--- src/rtl/read_arbiter.sv ---
// Two-master (IFU/LSU) to one-slave read arbiter, one outstanding transaction.
// Define ARB_ROUND_ROBIN_EN for alternating tie-break; otherwise LSU wins ties.
module read_arbiter #(
  parameter int unsigned ADDR_WIDTH = 32
) (
  input  logic                  clock,
  input  logic                  reset,
  // fetch master
  input  logic                  ifu_arvalid_i,
  input  logic [ADDR_WIDTH-1:0] ifu_araddr_i,
  output logic                  ifu_arready_o,
  output logic                  ifu_rvalid_o,
  // load master
  input  logic                  lsu_arvalid_i,
  input  logic [ADDR_WIDTH-1:0] lsu_araddr_i,
  output logic                  lsu_arready_o,
  output logic                  lsu_rvalid_o,
  // shared read return
  output logic [31:0]           rdata_o,
  output logic [1:0]            rresp_o,
  // slave side
  output logic                  arvalid_o,
  output logic [ADDR_WIDTH-1:0] araddr_o,
  input  logic                  arready_i,
  input  logic                  rvalid_i,
  input  logic [31:0]           rdata_i,
  input  logic [1:0]            rresp_i,
  output logic                  rready_o
);

  typedef enum logic [1:0] {
    S_IDLE,
    S_ADDR,
    S_DATA
  } state_t;

  typedef enum logic {
    M_IFU,
    M_LSU
  } master_t;

  state_t                r_state;
  master_t               r_owner;
  logic [ADDR_WIDTH-1:0] r_addr;
  logic                  r_arvalid;
  logic                  r_rready;

  logic w_in_idle;
  logic w_accept;
  logic w_grant_lsu;
  logic w_rdone;

`ifdef ARB_ROUND_ROBIN_EN
  master_t r_last;

  // On a tie the master that did not win the previous grant goes first.
  always_comb begin
    w_grant_lsu = lsu_arvalid_i & (~ifu_arvalid_i | (r_last == M_IFU));
  end
`else
  always_comb begin
    w_grant_lsu = lsu_arvalid_i;
  end
`endif

  always_comb begin
    w_in_idle = (r_state == S_IDLE) & ~reset;
    w_accept  = w_in_idle & (ifu_arvalid_i | lsu_arvalid_i);
    w_rdone   = (r_state == S_DATA) & rvalid_i & ~reset;
  end

  // Outputs are masked by reset so they read zero in the reset cycle itself.
  always_comb begin
    ifu_arready_o = w_in_idle & ifu_arvalid_i & ~w_grant_lsu;
    lsu_arready_o = w_in_idle & w_grant_lsu;
    ifu_rvalid_o  = w_rdone & (r_owner == M_IFU);
    lsu_rvalid_o  = w_rdone & (r_owner == M_LSU);
    rdata_o       = w_rdone ? rdata_i : '0;
    rresp_o       = w_rdone ? rresp_i : '0;
    arvalid_o     = r_arvalid & ~reset;
    araddr_o      = (r_arvalid & ~reset) ? r_addr : '0;
    rready_o      = r_rready & ~reset;
  end

  always_ff @(posedge clock) begin
    if (reset) begin
      r_state   <= S_IDLE;
      r_owner   <= M_IFU;
      r_addr    <= '0;
      r_arvalid <= 1'b0;
      r_rready  <= 1'b0;
`ifdef ARB_ROUND_ROBIN_EN
      r_last    <= M_LSU;
`endif
    end else begin
      unique case (r_state)
        S_IDLE: begin
          if (w_accept) begin
            r_state   <= S_ADDR;
            r_owner   <= w_grant_lsu ? M_LSU : M_IFU;
            r_addr    <= w_grant_lsu ? lsu_araddr_i : ifu_araddr_i;
            r_arvalid <= 1'b1;
`ifdef ARB_ROUND_ROBIN_EN
            r_last    <= w_grant_lsu ? M_LSU : M_IFU;
`endif
          end
        end
        S_ADDR: begin
          if (arready_i) begin
            r_state   <= S_DATA;
            r_arvalid <= 1'b0;
            r_rready  <= 1'b1;
          end
        end
        S_DATA: begin
          if (rvalid_i) begin
            r_state  <= S_IDLE;
            r_rready <= 1'b0;
          end
        end
        default: begin
          r_state   <= S_IDLE;
          r_arvalid <= 1'b0;
          r_rready  <= 1'b0;
        end
      endcase
    end
  end

endmodule

--- config.mk ---
export PLATFORM = sky130hd
export DESIGN_NAME = read_arbiter
export DESIGN_NICKNAME = d
export VERILOG_FILES = /design/src/rtl/read_arbiter.sv
export SDC_FILE = /design/constraint.sdc
export NUM_CORES = 1
export LEC_CHECK = 0
export BUFFER_PORTS_ARGS = -buffer_cell sky130_fd_sc_hd__buf_4
export CAP_MARGIN = 20
export CORE_ASPECT_RATIO = 1.2
export CORE_MARGIN = 5
export CORE_UTILIZATION = 30
export CTS_BUF_LIST = sky130_fd_sc_hd__clkbuf_16
export DETAILED_ROUTE_END_ITERATION = 12
export PLACE_DENSITY = 0.65
export SLEW_MARGIN = 20
export SYNTH_ARGS = -nofsm -noshare
export SYNTH_HDL_FRONTEND = slang
export SYNTH_SLANG_ARGS = --single-unit
--- constraint.sdc ---
create_clock -name clock -period 1.3 [get_ports clock]
set_clock_uncertainty 0.05 [all_clocks]
set_input_delay 0.195 -clock clock [delete_from_list [all_inputs] [get_ports clock]]
set_output_delay 0.195 -clock clock [all_outputs]
set_load 0.02 [all_outputs]
### Yosys cells after proc, flatten, opt, wreduce, memory -nomap -nowiden

Index checks and enable logic that the tools add are counted.

* flip-flop bits (word level): 37
* output and inout bits: 72
* word-level logic and storage cells: 47

* eq/ne operators: 5
* multiplexer cells: 15
* bitwise operators: 17
* reductions and logical operators: 5

Operators with widths (number)
* 32-bit 2-to-1 mux: 3
* 1-bit AND: 11
* 3-bit AND reduction: 3
* 2-bit 2-to-1 mux: 4
* 2-bit != test (second input constant): 3
* 1-bit case mux with 3 select lines: 2
* 2-bit case mux with 3 select lines: 1
* 1-bit 2-to-1 mux: 5
* 1-bit inverter: 5
* 2-bit by 1-bit == test with 1-bit output (second input constant): 1
* 2-bit == test (second input constant): 1
* 2-bit zero test: 1
* 2-bit AND reduction: 1
* 1-bit OR: 1

### Logic depth before layout (Yosys ltp)

* depth in word-level cells: 5
* gate-level depth with buffers: 7

### Worst setup path before layout

Ideal clock, no wire load.

* path kind: reg2out
* start: register r_state[0]
* end: output port ifu_arready_o
* arrival time: 1289 ps
* required time: 1055 ps
* path slack: -234 ps
* stages on the path, launching flop included: 5
* cell sequence: dfxtp_1 -> buf_2 -> nor3_4 -> clkbuf_1 -> and3b_1

* word-level cells in the longest chain between the ends: 4

Ends and longest elaborated chain
* start: declaration: line 42 `state_t r_state;`
* start signal: assignment: line 87 `r_state <= S_IDLE;`
* start signal: assignment: line 99 `r_state <= S_ADDR;`
* start signal: assignment: line 110 `r_state <= S_DATA;`
* 2-bit zero test: line 67 `w_in_idle = (r_state == S_IDLE) & ~reset;`
* 1-bit AND: line 67
* 1-bit AND (2 in a row): line 74 `ifu_arready_o = w_in_idle & ifu_arvalid_i & ~w_grant_lsu;`
* end: declaration: line 11 `output logic ifu_arready_o,`

No other way between the ends.

### Worst setup path after layout

* start: register r_state[0]
* end: output port rdata_o[7]

* word-level cells in the longest chain between the ends: 4

Ends and longest elaborated chain
* 2-bit == test: line 69 `w_rdone = (r_state == S_DATA) & rvalid_i & ~reset;`
* 1-bit AND (2 in a row): line 69
* 32-bit 2-to-1 mux: line 78 `rdata_o = w_rdone ? rdata_i : '0;`
* end: declaration: line 19 `output logic [31:0] rdata_o,`

No other way between the ends.

==> results.md <==
- Outcome: finished with violations
- Failing checks: setup timing
- RSZ-0062 raised after global routing: yes
- Syn_nets: about 350
- Crit. End Element: output pin
- FF/Latch Area: ~740 um2
- Die ar.: around 0.0096 mm2
- Port Buffers: around 180
- Clock buffer depth: 2
- Lkg Pwr: approximately 2.1 nW
- Io pins: 176
- Vias post-DR: 2,574
- Synth Cell Area: 0.00233 mm2
- Cell Pwr Density: 796 mW/mm2
- Multi-input logic area: 0.00158 mm2
- Fmax: 623 MHz
- Initial antenna violation count: 0
- Min Hold Slack: 0.0981 ns
- Initial Util: 0.306
- Synthesis-to-layout area growth: 92.7%
- Commonest non-fill, non-tap cell in the layout: buf_4
- H-tree Lvls: 2
- Post-synth cell types: 23
- First-pass GRT wire length: 14,100 um
- FF+latch count, synth: 37
- Cells after synthesis: 249
- Maximum VDD drop: a little over 0.0005 V
- Vias in the first global route: 2,688
- Crit path DAT: 1.36 ns
- Die H: 107 um
- Min Tclk post-route: 1.60 ns
- CP Cell Sequence: and4bb_2, buf_4, and2_4, buf_4
- Setup WS pre-CTS: -0.168 ns
- Antenna Nets Post-Route: 0
- Element type at the critical path start: flop
- Clk_lat worst skew: 0.27 ns
- Avg Inst Size Synth: 9.37 um2
- Die W: 90.5 um
- Routed WL: 9160 um
- Fin. max-slew vios: 0
- CTS root buffer: clkbuf_16
- YS warnings: 0
- Cts hold-fix bufs: 0
- Max_slew headroom: 0.789
- Post-DP HPWL: around 6900 um
- Final worst-path cycle share: 1.23
- Commonest cells after routing, fill and taps aside: 125 x buf_4, 69 x buf_6, 39 x and2_4
- Worst Hold Class: in -> reg
- Layout cells sized above 1: 0.706
- CTS sink cnt: 37
- Floorplan Core Area: about 0.0076 mm2
- Most used cell along the critical path: buf_4
- CTS tree: built
- DRT iter0 DRCs: 73
- Total GRT Usage: 0.183
- Final hold viol count: 0
- Critical-path maximum fanout: 7
- Routability Congestion: between 0.7 and 0.8
- Max-cap violation count: 0
- Residual DRC: 0
- Final worst slack: -0.304 ns
- Nets: 538
- Wire per inst: approximately 17 um
- Clock-pin slew on the worst setup and hold paths: 0.05 ns
- Crit path buf inv count: 2
- Vias per cell: 4.88
- Crit path kind: reg -> out
- Slowest library cell on the worst path: and4bb_2
- 1st-pass router iterations: 4
- Crit path max-delay family: simple AND/OR/NAND/NOR gates
- GR Overflow Total: 0
- Slew @ Worst Pin: 0.309 ns
- Delay of the slowest cell on the worst path: approximately 0.34 ns
- Sequential area share after synthesis: 0.317
- Largest net degree at the start of global routing: 30
- Site Rows: 35
- Fillers: 685
- N_diodes: 0
- # setup viols final: ~100
- Critical Path RT: approximately 1.1 ns
- TritonCTS Buffers: 5
-- layer usage --
metal | up-vias | global-route usage | part of all wire
met5 | - | 0 | 0
met4 | 0 | 0.0553 | 0.021
met3 | 12 | 0.0639 | 0.095
met2 | 133 | 0.318 | 0.50
met1 | 1183 | 0.209 | 0.39
li1 | 1246 | - | -
-- worst paths after layout --
check | slack [ns] | cells after the start | from | endpoint
min | 0.1 | 2 | arready_i | r_state[0]
max | -0.30 | 4 | r_state[0] | rdata_o[7]
max reg2reg | -0.11 | 6 | r_state[1] | r_addr[10]
min reg2reg | 0.41 | 2 | r_rready | r_rready
-- area by class of cell --
class / instances / share of cell area
Multi-Input combinational cell: 186 / 0.351
Sequential cell: 37 / 0.165
Timing Repair Buffer: 204 / 0.428
Tap cell: 92 / 0.0256
Clock buffer: 5 / 0.0278
Clock inverter: 3 / 0.00306
-- report_power, final --
| group | total [mW] | internal, mW | switching (mW) |
|---|---|---|---|
| logic | 1.14 | 0.644 | 0.493 |
| registers | 1.30 | 1.24 | 0.0568 |
| clock network | 1.14 | 0.695 | 0.447 |
| total | 3.58 | 2.58 | 0.996 |
-- logic make-up (layout without fill, tap and decap cells) --
group / Yosys count / in the layout / share of synthesized area
AO/OA/AOI/OAI: 72 / 72 / 0.256
buffers and inverters: 26 / 212 / 0.0633
flip-flops: 37 / 37 / 0.317
multiplexers: 32 / 32 / 0.137
AND/OR/NAND/NOR: 82 / 82 / 0.226
-- worst register-to-register path, delay by kind of cell, from the launching register on --
family,cells,cell delay [ns]
compound gates,1,0.09
simple gates,2,0.39
buf+inv,3,0.44
flops,1,0.33
-- what timing repair did --
item | 4_1_cts | 5_1_grt
pin swaps | 15 | 2
setup endpoints to repair | 105 | 104
buffers inserted | 3 | 0
cloned | 3 | 0
resized for setup | 101 | 11
-- flip-flops by register name, indices dropped and copies added, names as in the netlist --
name / cells
r_state: 2
r_rready: 1
r_owner: 1
r_arvalid: 1
r_addr: 32
-- Yosys cell counts, drive strengths merged --
cell | count | area share
a2111oi | 1 | 0.0038
a211oi | 32 | 0.17
a21bo | 1 | 0.0043
a21o | 1 | 0.0032
a21oi | 35 | 0.075
and2 | 69 | 0.19
and3b | 1 | 0.0038
and4bb | 1 | 0.0054
buf | 10 | 0.038
clkbuf | 16 | 0.026
dfxtp | 37 | 0.32
mux2i | 32 | 0.14
nand2 | 2 | 0.0032
nand3b | 1 | 0.0032
nor2 | 2 | 0.0032
nor2b | 3 | 0.0080
nor3 | 1 | 0.0070
o21ai | 2 | 0.0043
or2 | 1 | 0.0027
or3b | 1 | 0.0038
-- per-stage QoR --
stage | instances | TNS (ns) | power (mW) | utilization | cell area (um2)
after global placement | 514 | -4.95 | 2.28 | 0.512 | 3900
after floorplan | 249 | -2.52 | 1.86 | - | 2440
after global routing | 527 | -26.20 | 3.76 | 0.590 | 4500
after CTS | 528 | -22.78 | 3.62 | 0.588 | 4480
final | 527 | -19.84 | 3.58 | 0.590 | 4500
after detailed placement | 514 | -7.13 | 2.30 | 0.512 | 3900
Power figures use the tool's default switching activity.
